$ cat src/rtl/tx_uart_ctrl_pkg.sv
// Shared definitions for the UART transmit controller: FSM state encoding,
// default bus addresses and the layout of the status word.
// Ports: none (package).
package tx_uart_ctrl_pkg;

  typedef enum logic [1:0] {
    IDLE  = 2'd0,
    START = 2'd1,
    DATA  = 2'd2,
    STOP  = 2'd3
  } tx_state_e;

  localparam logic [31:0] TX_ADDR_DEF   = 32'd1044;
  localparam logic [31:0] STAT_ADDR_DEF = 32'd1048;

  // Status word as seen at the status address; busy is bit 0.
  typedef struct packed {
    logic [26:0] rsvd;
    logic        overflow;
    logic        fifo_full;
    logic        fifo_empty;
    logic        line_active;
    logic        busy;
  } stat_t;

endpackage

$ cat src/rtl/tx_fifo.sv
// Purpose: synchronous byte FIFO feeding the UART serializer.
// Latency: push visible at dout/empty one edge later; head is read combinationally.
// Backpressure: push on full is dropped unless a pop happens in the same cycle; pop on empty is ignored.
// Ports: clk/reset, push+din write side, pop+dout read side, full/empty flags.
module tx_fifo #(
  parameter int DEPTH = 4,
  parameter int WIDTH = 8
) (
  input  logic             clk,
  input  logic             reset,
  input  logic             push,
  input  logic             pop,
  input  logic [WIDTH-1:0] din,
  output logic [WIDTH-1:0] dout,
  output logic             full,
  output logic             empty
);

  localparam int AW = $clog2(DEPTH);
  localparam logic [AW:0] PTR_ONE = 1;

  // Pointers carry one extra wrap bit so full and empty are distinguishable.
  logic [AW:0]      wptr;
  logic [AW:0]      rptr;
  logic [WIDTH-1:0] mem [DEPTH];
  logic             do_push;
  logic             do_pop;

  assign empty   = (wptr == rptr);
  assign full    = (wptr[AW] != rptr[AW]) && (wptr[AW-1:0] == rptr[AW-1:0]);
  assign do_pop  = pop && !empty;
  // When full, the write slot is the head being popped this same edge, so the
  // overwrite is safe: the old head has already been read combinationally.
  assign do_push = push && (!full || do_pop);
  assign dout    = mem[rptr[AW-1:0]];

  always_ff @(posedge clk or posedge reset) begin
    if (reset) begin
      wptr <= '0;
      rptr <= '0;
    end else begin
      if (do_push) wptr <= wptr + PTR_ONE;
      if (do_pop)  rptr <= rptr + PTR_ONE;
    end
  end

  always_ff @(posedge clk) begin
    if (do_push) mem[wptr[AW-1:0]] <= din;
  end

endmodule

$ cat src/rtl/tx_uart_ctrl.sv
// Purpose: memory-mapped UART TX; CPU stores are queued and sent as 8N1 frames.
// Latency: start bit begins one cycle after the push edge; a frame is 10*CLK_DIV cycles.
// Backpressure: none toward the CPU; a store to a full FIFO is dropped and sets sticky overflow.
// Ports: clk/reset; addr, DM_W, wdata from the data-memory bus; rdata status
// readback (combinational); txd serial line (registered, idle high); busy.
module tx_uart_ctrl
  import tx_uart_ctrl_pkg::*;
#(
  parameter int          CLK_DIV    = 434,
  parameter int          FIFO_DEPTH = 4,
  parameter logic [31:0] TX_ADDR    = TX_ADDR_DEF,
  parameter logic [31:0] STAT_ADDR  = STAT_ADDR_DEF
) (
  input  logic        clk,
  input  logic        reset,
  input  logic [31:0] addr,
  input  logic        DM_W,
  input  logic [31:0] wdata,
  output logic [31:0] rdata,
  output logic        txd,
  output logic        busy
);

  localparam logic [15:0] BAUD_LAST = 16'(CLK_DIV - 1);

  logic        wr_hit, wr_hit_q, push;
  logic        clr_hit, clr_hit_q, clr;
  logic        fifo_full, fifo_empty, pop;
  logic [7:0]  fifo_dout;
  logic        overflow, ovf_set;
  logic        line_active;
  logic        bit_end;
  tx_state_e   state, state_nxt;
  logic [15:0] baud_cnt, baud_nxt;
  logic [2:0]  bit_cnt, bit_nxt;
  logic [7:0]  shifter, shifter_nxt;
  logic        txd_nxt;
  stat_t       stat;
  logic        unused_wdata_hi;

  assign unused_wdata_hi = ^wdata[31:8];

  // A held store is one strobe: act only on the first cycle of each run.
  assign wr_hit  = DM_W && (addr == TX_ADDR);
  assign clr_hit = DM_W && (addr == STAT_ADDR);
  assign push    = wr_hit && !wr_hit_q;
  assign clr     = clr_hit && !clr_hit_q;
  assign ovf_set = push && fifo_full && !pop;

  tx_fifo #(.DEPTH(FIFO_DEPTH), .WIDTH(8)) u_fifo (
    .clk   (clk),
    .reset (reset),
    .push  (push),
    .pop   (pop),
    .din   (wdata[7:0]),
    .dout  (fifo_dout),
    .full  (fifo_full),
    .empty (fifo_empty)
  );

  assign line_active = (state != IDLE);
  assign busy        = line_active || !fifo_empty;
  assign bit_end     = (baud_cnt == BAUD_LAST);

  always_comb begin
    state_nxt   = state;
    baud_nxt    = bit_end ? 16'd0 : baud_cnt + 16'd1;
    bit_nxt     = bit_cnt;
    shifter_nxt = shifter;
    pop         = 1'b0;
    unique case (state)
      IDLE: begin
        baud_nxt = '0;
        bit_nxt  = '0;
        if (!fifo_empty) begin
          pop         = 1'b1;
          shifter_nxt = fifo_dout;
          state_nxt   = START;
        end
      end
      START: begin
        if (bit_end) state_nxt = DATA;
      end
      DATA: begin
        if (bit_end) begin
          shifter_nxt = {1'b0, shifter[7:1]};
          bit_nxt     = bit_cnt + 3'd1;
          if (bit_cnt == 3'd7) state_nxt = STOP;
        end
      end
      STOP: begin
        if (bit_end) begin
          // Chain straight into the next start bit so frames abut.
          if (!fifo_empty) begin
            pop         = 1'b1;
            shifter_nxt = fifo_dout;
            bit_nxt     = '0;
            state_nxt   = START;
          end else begin
            state_nxt = IDLE;
          end
        end
      end
      default: state_nxt = IDLE;
    endcase

    // txd is registered from the next state so the line changes on the
    // same edge as the state it belongs to.
    unique case (state_nxt)
      START:   txd_nxt = 1'b0;
      DATA:    txd_nxt = shifter_nxt[0];
      default: txd_nxt = 1'b1;
    endcase
  end

  always_ff @(posedge clk or posedge reset) begin
    if (reset) begin
      state     <= IDLE;
      baud_cnt  <= '0;
      bit_cnt   <= '0;
      shifter   <= '0;
      txd       <= 1'b1;
      overflow  <= 1'b0;
      wr_hit_q  <= 1'b0;
      clr_hit_q <= 1'b0;
    end else begin
      state     <= state_nxt;
      baud_cnt  <= baud_nxt;
      bit_cnt   <= bit_nxt;
      shifter   <= shifter_nxt;
      txd       <= txd_nxt;
      wr_hit_q  <= wr_hit;
      clr_hit_q <= clr_hit;
      // A new overflow outranks a clear in the same cycle.
      if (ovf_set)  overflow <= 1'b1;
      else if (clr) overflow <= 1'b0;
    end
  end

  always_comb begin
    stat             = '0;
    stat.overflow    = overflow;
    stat.fifo_full   = fifo_full;
    stat.fifo_empty  = fifo_empty;
    stat.line_active = line_active;
    stat.busy        = busy;
    rdata            = (addr == STAT_ADDR) ? stat : '0;
  end

endmodule
$ cat config.mk
export PLATFORM = sky130hd
export DESIGN_NAME = tx_uart_ctrl
export DESIGN_NICKNAME = d
export VERILOG_FILES = /design/src/rtl/tx_uart_ctrl_pkg.sv /design/src/rtl/tx_fifo.sv /design/src/rtl/tx_uart_ctrl.sv
export SDC_FILE = /design/constraint.sdc
export NUM_CORES = 1
export LEC_CHECK = 0
export ABC_CLOCK_PERIOD_IN_PS = 3800
export CAP_MARGIN = 20
export CORE_ASPECT_RATIO = 1.1
export CORE_UTILIZATION = 40
export DETAILED_ROUTE_END_ITERATION = 10
export PLACE_DENSITY = 0.68
export SKIP_LAST_GASP = 1
export SLEW_MARGIN = 5
export SYNTH_ARGS = -nofsm -noshare
export SYNTH_HDL_FRONTEND = slang
export SYNTH_SLANG_ARGS = --single-unit
$ cat constraint.sdc
create_clock -name clk -period 3.8 [get_ports clk]
set_input_delay 0.38 -clock clk [delete_from_list [all_inputs] [get_ports clk]]
set_output_delay 0.38 -clock clk [all_outputs]
set_load 0.01 [all_outputs]
* Word-level counts from Yosys, hierarchy flattened
Memories as Yosys holds them, arrays and structs flattened.
Index checks and enable logic that the tools add are counted.
** Cells by class
- Reduce and logical (&&, ||, !) cells :: 22
- Multipliers :: 0
- Mux-type cells :: 26
- $lt $le $gt $ge :: 0
- Equality and inequality tests :: 15
- Shift-type cells :: 0
- Bitwise operators :: 0
- $add $sub $neg :: 4
- Div/mod/pow operators :: 0
** Operators by type and width (number)
- $eq 32x11->1 const B :: 2
- $mux 16 :: 2
- $mux 8 :: 3
- $pmux 8 s3 :: 1
- $add 16x1->16 const B :: 1
- $eq 16x9->1 const B :: 1
- $mux 2 :: 5
- $add 3x1->3 const B :: 3
- $logic_and 1x1->1 :: 9
- $mux 3 :: 3
- $pmux 3 s3 :: 1
- $pmux 2 s4 :: 1
- $mux 1 :: 7
- $eq 2x2->1 const B :: 3
- $ne 2x2->1 const B :: 3
- $logic_not 1->1 :: 5
- $mux 5 :: 1
- $eq 2x1->1 const B :: 2
- $pmux 1 s2 :: 2
- $reduce_and 4->1 :: 1
- $reduce_bool 2->1 :: 2
- $eq 3x3->1 :: 1
- $eq 3x3->1 const B :: 1
- $reduce_and 3->1 :: 1
- other kinds (5) :: 6
** Storage, ports and cells
- Bits in registers :: 39
- Memory bits (writable) :: 32
- Input port bits :: 67
- Memory bits (read-only) :: 0
- Bits in latches :: 0
- Memories kept :: 1
- Output and inout bits :: 34
** Memory list
- u_fifo.mem :: words 4, bits a word 8, read ports 1, clocked after Yosys merged registers in 0, wr ports 1, RTL line tx_fifo.sv:25 : logic [WIDTH-1:0] mem [DEPTH];

* Depth between registers and ports, before layout
- Depth in word-level cells :: 9
- Gate-level depth with buffers :: 9
- Gate-level depth less buffers :: 8

* Modules after synthesis
A second synthesis with hierarchy kept.
** Second synthesis, totals
- Cells, all modules :: 301
- Area, all modules :: 3786.1 um^2
** Modules (own cells, without submodules)
- tx_uart_ctrl :: sequential area each 827.0 um^2, area each 2134.5 um^2, cells each 223, times used 1
- tx_fifo :: sequential area each 1111.1 um^2, area each 1651.6 um^2, cells each 78, times used 1

* Least setup slack after synthesis
No wires, ideal clock.
- Path kind :: flip-flop to flip-flop
- From :: reg baud_cnt[1]
- To :: mem u_fifo.mem[0][0] (enable)
- Setup time :: 0.371 ns
- Stages on the path, launching flop included :: 8
- Arrival :: 2.409 ns
- Required time :: 3.429 ns
- Slack :: 1.020 ns
- Path buffers :: 0
- Cell sequence :: dfrtp_1 -> inv_1 -> ha_1 -> or4b_4 -> or4_4 -> a211oi_4 -> o21ai_4 -> nor2_1
** On the way
- Cells in the longest elaborated chain, start to end :: 8
** Ends and longest elaborated chain
- from (decl) :: RTL line tx_uart_ctrl.sv:34 : logic [15:0] baud_cnt, baud_nxt;
- from (signal assigned) :: RTL line tx_uart_ctrl.sv:128 : baud_cnt <= baud_nxt;
- $eq 16x9->1 :: RTL line tx_uart_ctrl.sv:63 : assign bit_end = (baud_cnt == BAUD_LAST);
- $mux 1 :: RTL line tx_uart_ctrl.sv:92 : if (bit_end) begin
- $pmux 1 s2 :: RTL line tx_uart_ctrl.sv:71 : unique case (state)
- $logic_and 1x1->1 :: RTL line tx_fifo.sv:31 : assign do_pop = pop && !empty;
- $logic_or 1x1->1 :: RTL line tx_fifo.sv:34 : assign do_push = push && (!full || do_pop);
- $logic_and 1x1->1 :: RTL line tx_fifo.sv:34
- $mux 1 :: RTL line tx_fifo.sv:48 : if (do_push) mem[wptr[AW-1:0]] <= din;
- $mux 1 (implied by the code) :: RTL line tx_fifo.sv:48
- to (decl) :: RTL line tx_fifo.sv:25
No other way between the ends.

* Final worst setup path
- From :: in addr[18]
- To :: out rdata[0]
** On the way
- Cells in the longest elaborated chain, start to end :: 2
** Ends and longest elaborated chain
- from (decl) :: RTL line tx_uart_ctrl.sv:16 : input logic [31:0] addr,
- $eq 32x11->1 :: RTL line tx_uart_ctrl.sv:147 : rdata = (addr == STAT_ADDR) ? stat : '0;
- $mux 5 :: RTL line tx_uart_ctrl.sv:147
- to (decl) :: RTL line tx_uart_ctrl.sv:19 : output logic [31:0] rdata,
No other way between the ends.

==> impl_metrics.toml <==
[sta]
post-route-period-util_pct = 79.6
max_freq_mhz = 330
rsz0062_at_grt = "no"
setup_viol = 0
hold_viol_final = 0
relSlewSlack_pct = 56.5
skew_ns = 0.0115
worst_pin_slew_ns = 0.646
finalMaxSlewViolations = 0
min_period_ns = 3.03
final.setup.tns_ns = 0

[worst_setup_path]
worstPathMaxFanout = 7
crit_chain = "clkdlybuf4s50_1 -> nor4_1 -> nand4_1 -> or4_1 -> a21oi_1 -> clkdlybuf4s50_1"
critPathLaunchType = "input pin"
r2r_start = "baud_cnt[1]"
end_kind = "output pin"
cpMostUsedCell = "clkdlybuf4s50_1"
cpPeakStageDelay_ns = 0.65
cp_data_required_time_ns = 3.42
cp_num_buf_inv = 2
criticalPathCategory = "in2out"
critPathTopFamily = "simple AND/OR/NAND/NOR gates"
cp_slowest_cell = "or4_1"
critPathArrivalTime_ns = 2.65
critPathLaunch = "addr[18]"

[cts]
post_cts_resized = 0
postCtsHoldBufs = 0
numCtsBuffers = 9
cts_tree = "done"
post_cts_buffers = 0
cts_root_buf = "clkbuf_8"
path_clk_slew_ns = 0.08
clockBufferDepth = 2
clock_latency_ns = 0.34
cts_sinks = 71
htree_levels = 3

[global_routing]
overflow = 0
antenna_found_initial = 0
grt_pass1_vias = 2340
grt_max_degree = 40
grt_pass1_wl_um = 11300
grt_usage_pct = 15.6

[power_and_ir_drop]
combPwrFrac_pct = 10.8
total_power_mw = 1.58
ir_worst_vdd_mv = 0.263
swShare_pct = 23.7
leakage_nw = 1.74
p_per_area_nw_per_um2 = 358
p_sw_mw = 0.375
power.internal_mw = 1.21
power_frac_clock_pct = 34.8
p_seq_share_pct = 54.3

[die]
coreArea_sq_um = 8920
die_y_um = 103
io_pins = 101
die_area_sq_um = 9630
fp-row-count = 36
start_util_pct = 41.4
die_w_um = 93.6

[layout]
fill_cells = 803
final_common_cell = "clkdlybuf4s50_1"
diodes = 0
design_area_sq_um = 4420
multi_input_area_sq_um = 1550
layout_common_cells = "clkdlybuf4s50_1 (49), dfrtp_1 (38), edfxtp_1 (32)"
final_cells = 486
ff_latch_area_sq_um = 1940
nets = 449
drive_gt1_share_pct = 13.2
syn_to_final_growth_pct = 19.7

[route]
ant_nets = 0
drtIter0Drc = 128
drcViolationCount = 0
dr_total_vias = 2382
routedWlPerCell_um = 13.7
wl_um = 6660
vias_per_cell = 4.90
drtPass1Iterations = 4

[synthesis]
synthArstFlopShare_pct = 54.9
synth_cell_types = 51
netlist_area_sq_um = 3690
synth-edff-count = 32
yosysWarnings = 0
syn-mean-instance-area_sq_um = 12.0
synth_ff_type = "dfrtp_1"
synth_seq_cells = 71
syn-instance-count = 309
synth_seq_area_share_pct = 52.5

[min_path]
hold_class = "in2async"

[run]
max_cap_violations = 0

[placement]
hpwlAfterDp_um = 4800
gp_congestion = 0.833
port_buffers = 49
placed_area_sq_um = 4240
place_inst = 470

[outcome]
status = "finished, final reports clean"
[state kept, by name, summed over array words and instances, names as in the netlist]
register     flops
baud_cnt        16
bit_cnt          3
clr_hit_q        1
overflow         1
shifter          8
state            2
txd              1
u_fifo.mem      32
u_fifo.rptr      3
u_fifo.wptr      3
wr_hit_q         1
[logic make-up after synthesis]
| group | after synthesis | synth area share [%] |
|---|---|---|
| other | 1 | 0.101 |
| AOI/OAI and AO/OA | 46 | 9.01 |
| and+or+nand+nor | 86 | 12.6 |
| muxes | 17 | 7.72 |
| buffers and inverters | 53 | 8.30 |
| DFF | 71 | 52.5 |
| xor gates and xnor gates | 20 | 4.74 |
| adders and majority gates | 15 | 5.08 |
[Yosys cell counts, types with 6 or more instances]
library cell,count,area [sq um]
a22oi_1,6,45.0
buf_4,28,210
dfrtp_1,38,951
edfxtp_1,32,961
ha_1,15,188
inv_1,18,67.6
mux2_2,8,90.1
mux4_2,8,180
nand2_1,13,48.8
nand3_1,9,45.0
nor2_1,29,109
nor4_1,8,50.1
o21a_1,6,45.0
o21ai_0,10,50.1
xnor2_1,10,87.6
xor2_1,10,87.6
[worst register-to-register path: stages (launching register included)]
cell	delay (ns)
dfrtp_1	0.39
inv_1	0.06
ha_1	0.12
or4b_4	0.47
or4_4	0.54
a211oi_4	0.42
o21ai_4	0.16
nor2_1	0.16
buf_4	0.20
[power by group through the flow]
stage	Combinational, mW	Sequential, mW	Clock, mW
global placement	0.167	0.874	0
floorplan	0.130	0.870	0
detailed placement	0.172	0.876	0
finish	0.171	0.860	0.551
global route	0.194	0.865	0.607
CTS	0.173	0.860	0.569
[cell type report]
type                    count  area share (%)
flip-flops and latches     71            43.8
multi-input cells         211            35.0
repair buffers             56            12.3
clock buffers              11            3.42
well taps                 114            3.22
inverters                  18            1.53
clock inverters             5           0.736
[metal layers]
metal / share of wire, % / wire, um / global-route usage [%] / vias to the layer above
met3: 3.7 / 247 / 3.54 / 6
met1: 45 / 3000 / 19.6 / 1128
met5: 0 / 0 / 0 / -
met4: 1.2 / 78 / 7.57 / 0
met2: 50 / 3340 / 25.8 / 68
li1: - / - / - / 1180
[worst paths after layout]
path | end | slack, ns | depth (start not counted)
min reg2reg | baud_cnt[0] | 0.49 | 1
min | baud_cnt[7] | 0.46 | 3
max reg2reg | u_fifo.mem[0][1] | 0.99 | 8
max in group asynchronous | txd | 2.97 | 3
min in group clk | baud_cnt[0] | 0.49 | 1
max | rdata[0] | 0.77 | 6
[per-stage QoR]
step                setup slack (ns)  utilization (%)  hold WS (ns)
floorplan                       1.02                -         0.451
global placement               0.791             47.5         0.468
detailed placement             0.754             47.5         0.484
CTS                            0.754             49.6         0.459
global route                   0.523             49.6         0.523
finish                         0.773             49.6         0.456
Note: power is estimated with default switching activity, not from simulation.
==> RTL change 1: new RTL, same flow settings <==
The 4 states of `tx_state_e` get a Gray code encoding in 2 bits.
--- a/src/rtl/tx_uart_ctrl_pkg.sv
+++ b/src/rtl/tx_uart_ctrl_pkg.sv
@@ -6,6 +6,6 @@
   typedef enum logic [1:0] {
-    IDLE  = 2'd0,
-    START = 2'd1,
-    DATA  = 2'd2,
-    STOP  = 2'd3
+    IDLE  = 2'b00,
+    START = 2'b01,
+    DATA  = 2'b11,
+    STOP  = 2'b10
   } tx_state_e;
Check against the original RTL: no difference found for any inputs over 10 cycles, from zero or initial values and one cycle with reset high; not proved beyond that.
==> RTL change 1 against the original RTL <==
Sequential share of layout area grew 0.53 points; cell area decreased by 1.2%; synthesized area about the same; setup slack worse by 120 ps; via count up 1.3%; routed wire length grew 2.1%; critical path depth fell by 1; sequential cell count did not move; critical path type is now reg2out.
Power is not compared: it rests on default switching activity, and its combinational part moved more than twofold at a synthesized area within 25%.
==> RTL change 1: results <==
metrics = {
    "outcome": {
        "status": "completed",
    },
    "power": {
        "power_frac_comb_pct": 5.0,
        "max-vdd-ir-drop_uv": 286,
    },
    "routing": {
        "via_per_inst": 4.94,
        "vias": 2412,
        "routed_wl_um": 6800,
        "dr.pass1.iters": 4,
        "drtIter0Drc": 131,
    },
    "worst_setup_path": {
        "critical_path.max_stage_delay_ps": 560,
        "worst-r2r-cell-count": 4,
        "cp.arrival_ps": 2760,
        "rr_startpoint": "baud_cnt[2]",
        "startpoint": "u_fifo.rptr[1]",
        "crit_path_top_delay_cell": "dfrtp_1",
        "endpoint": "busy",
        "cp_max_fo": 11,
        "reg2reg_to": "u_fifo.mem[3][6]",
    },
    "synthesis": {
        "syn_inst": 316,
        "synth_common_cells": "38 x dfrtp_1, 32 x edfxtp_1, 28 x buf_4, 28 x nor2_1, 19 x inv_1",
        "synth_cell_types": 53,
        "synth_async_sr_flop_share_pct": 54.9,
        "ys_top_cells_by_area": "edfxtp_1 26%, dfrtp_1 26%, buf_4 5.7%",
        "seq_area_frac_synth_pct": 52.5,
    },
    "clock_tree": {
        "cts-buffers-inserted": 9,
        "postCtsSetupRepairBufs": 0,
        "cts_buffer_depth": 2,
        "clkSlewWorstSetupHoldPaths_ps": 80,
    },
    "placement": {
        "placed_area_sq_um": 4190,
        "place_hpwl_um": 4930,
        "gp_routability_congestion": 0.859,
        "dp_slack_ps": 666,
        "dpl.cell_count": 472,
    },
    "timing": {
        "post-route-period-util_pct": 82.7,
        "slew_headroom_pct": 40.3,
        "skew_ps": 8.43,
    },
    "global_route": {
        "grt_pass1_wl_um": 11700,
        "grt_max_degree": 40,
        "grt_pass1_vias": 2510,
        "track_usage_pct": 15.8,
        "antenna_found_initial": 0,
    },
    "finish": {
        "drive_gt1_share_pct": 9.36,
        "antenna_cells": 0,
        "final_nets": 451,
        "largest_reg_flops": 32,
        "num-fill-cells": 784,
    },
}
[RTL change 1: cell count changes in the layout (fill, tap and decap cells not counted), sizes merged, moves of 5 or more]
cell,unedited run,this run
mux2,9,1
and3,1,8
a22oi,6,0
a2bb2oi,0,6
mux2i,0,6
o21a,6,0
buf,7,2
[RTL change 1: kinds of logic (layout without fill, tap and decap cells)]
family | Yosys count | count (layout) | synth area share, %
simple gates | 104 | 104 | 15.9
compound gates | 37 | 37 | 6.50
buf+inv | 54 | 86 | 8.67
other cells | 1 | 27 | 0.102
fa+ha+maj | 15 | 15 | 5.08
mux | 15 | 15 | 6.81
xor+xnor | 19 | 19 | 4.51
flops | 71 | 71 | 52.5
[RTL change 1: worst min path at each step]
| stage | from | to | slack (ps) | cells after the start |
|---|---|---|---|---|
| global route | reset | baud_cnt[2] | 490 | 3 |
| CTS | reset | baud_cnt[2] | 470 | 3 |
| detailed placement | baud_cnt[0] | baud_cnt[0] | 480 | 1 |
| floorplan | baud_cnt[0] | baud_cnt[0] | 450 | 1 |
| finish | reset | shifter[4] | 450 | 3 |
| global placement | baud_cnt[0] | baud_cnt[0] | 470 | 1 |
[RTL change 1: critical path: cells and delay by family (launching register included)]
kind	cells	cell delay, ps
XOR/XNOR	1	430
buffers and inverters	2	560
flip-flops	1	560
AND/OR/NAND/NOR	2	870
[RTL change 1: final cells by class]
class,count,area [sq um],share of cell area (%)
well taps,114,143,3.26
repair buffers,51,505,11.6
clock buffers,9,124,2.83
inverters,19,71.3,1.63
flip-flops and latches,71,1940,44.3
clock inverters,7,56.3,1.29
multi-input cells,217,1530,35.1
[RTL change 1: metal layers]
layer  GRT usage (%)  part of all wire (%)  up-vias
met1            18.7                    44     1180
met5               0                     0        -
met4            4.14                  0.57        0
li1                -                     -     1185
met3            4.57                   2.5        5
met2            28.1                    53       42
==> RTL change 2: new RTL, same settings <==
Made on the original files. The parameter `FIFO_DEPTH` goes from 4 to 8.
--- a/src/rtl/tx_uart_ctrl.sv
+++ b/src/rtl/tx_uart_ctrl.sv
@@ -9,3 +9,3 @@
   parameter int          CLK_DIV    = 434,
-  parameter int          FIFO_DEPTH = 4,
+  parameter int          FIFO_DEPTH = 8,
   parameter logic [31:0] TX_ADDR    = TX_ADDR_DEF,
Behaviour: not the same (a bounded check fails within 10 cycles, from zero or initial values and one cycle with reset high).
==> RTL change 2 against the original RTL <==
Power up 50%; setup slack better by 140 ps; sequential share of layout area is 5.7 points higher; synthesized area up 36%; routed wire length up 41%; sequential cell count up 34; cell area grew 35%; critical path depth stayed put; critical endpoint unchanged.
==> RTL change 2: results <==
metrics = {
    "hold_path": {
        "hold_class": "in2async",
    },
    "worst_setup_path": {
        "cp.arrival_ps": 2510,
        "worst-r2r-cell-count": 7,
        "reg2reg_to": "u_fifo.mem[3][4]",
        "rr_startpoint": "baud_cnt[11]",
        "cp_top_family": "flip-flops",
        "cp_max_fo": 21,
        "rrSetupSlack_ps": 1160,
        "critical_path.max_stage_delay_ps": 740,
        "crit_path_top_delay_cell": "dfrtp_1",
    },
    "synthesis": {
        "synth_async_sr_flop_share_pct": 39.0,
        "synthMuxAreaShare_pct": 10.3,
        "seq_area_frac_synth_pct": 58.8,
        "ys_top_cells_by_area": "edfxtp_1 38%, dfrtp_1 20%, mux4_2 7.2%",
        "synth_cell_types": 49,
        "syn_area_per_cell_sq_um": 13.3,
        "synth_common_cells": "64 x edfxtp_1, 40 x dfrtp_1, 28 x buf_4, 28 x nor2_1, 16 x mux4_2",
        "synthAdderAreaFrac_pct": 3.00,
        "synth_edf_count": 64,
        "ys_warn_count": 0,
        "synth.most_common_cell": "edfxtp_1",
        "synth_xor_xnor_area_share_pct": 4.02,
        "synth-compound-area-share_pct": 5.92,
    },
    "clock_tree": {
        "postCtsSetupRepairBufs": 0,
        "h-tree-depth": 3,
        "clkSlewWorstSetupHoldPaths_ps": 80,
        "cts_buffer_depth": 2,
        "cts_root_buf": "clkbuf_16",
    },
    "routing": {
        "via_per_inst": 5.17,
        "dr.pass1.iters": 6,
        "vias": 3076,
        "wl_per_cell_um": 15.8,
    },
    "placement": {
        "place.port_buffers": 49,
        "place_hpwl_um": 6590,
        "gp_routability_congestion": 0.802,
        "placed_area_sq_um": 5630,
        "dpl.cell_count": 579,
    },
    "global_route": {
        "track_usage_pct": 15.8,
        "grt_max_degree": 22,
        "grt_pass1_vias": 3171,
        "grt_pass1_wl_um": 15400,
    },
    "outcome": {
        "status": "completed",
    },
    "finish": {
        "num-fill-cells": 1063,
        "drive_gt1_share_pct": 13.2,
        "final_nets": 515,
        "largest_reg_flops": 64,
    },
    "timing": {
        "worst_pin_slew_ps": 962,
        "skew_ps": 7.38,
    },
    "power": {
        "power.leakage_nw": 2.19,
        "max-vdd-ir-drop_uv": 332,
    },
}
[RTL change 2: how the worst max path moves through the flow]
stage                         startpoint          endpoint  slack, ps  depth (start not counted)
after floorplan              baud_cnt[9]  u_fifo.mem[1][0]       1080                          7
after global placement          addr[25]          rdata[3]        980                          7
after detailed placement        addr[25]  u_fifo.mem[3][4]        890                          7
after CTS                 u_fifo.rptr[1]          rdata[0]        870                          6
after global routing      u_fifo.rptr[1]          rdata[0]        710                          6
final                     u_fifo.rptr[1]          rdata[0]        910                          6
[RTL change 2: cell type report]
class	count	area, sq um	share of cell area [%]
inverter	15	56.3	0.945
multi-input combinational	242	1840	30.8
clock inverter	7	105	1.76
sequential	105	2950	49.5
clock buffer	9	225	3.78
timing repair buffer	63	596	9.99
tap	154	193	3.23
[RTL change 2: cells by family (layout without fill, tap and decap cells)]
| group | after synthesis | in the layout |
|---|---|---|
| compound gates | 48 | 48 |
| xor+xnor | 23 | 23 |
| fa+ha+maj | 12 | 12 |
| buf+inv | 56 | 94 |
| flops | 105 | 105 |
| mux | 31 | 31 |
| other cells | 1 | 27 |
| simple gates | 101 | 101 |
[RTL change 2: layer usage]
metal	wire, um	part of all wire (%)	track usage (%)
met2	5020	53	28.3
met1	4020	43	18.0
met4	136	1.4	6.08
met5	0	0	0
met3	240	2.5	3.67
[RTL change 2: power breakdown]
group	leakage (nW)	switching, W	internal (W)	total (W)
registers	1.14	0.0000259	0.00124	0.00127
clock network	0.161	0.000458	0.000538	0.000995
logic	0.882	0.0000539	0.0000618	0.000116
total	2.19	0.000537	0.00184	0.00238
[RTL change 2: metrics by stage]
stage / util, % / hold WS [ps] / setup WS [ps] / power [W]
3_5_place_dp: 46.4 / 484 / 890 / 0.00141
3_3_place_gp: 46.4 / 468 / 976 / 0.00140
5_1_grt: 49.1 / 521 / 710 / 0.00247
2_1_floorplan: - / 452 / 1080 / 0.00136
6_report: 49.1 / 461 / 915 / 0.00238
4_1_cts: 49.1 / 484 / 868 / 0.00242
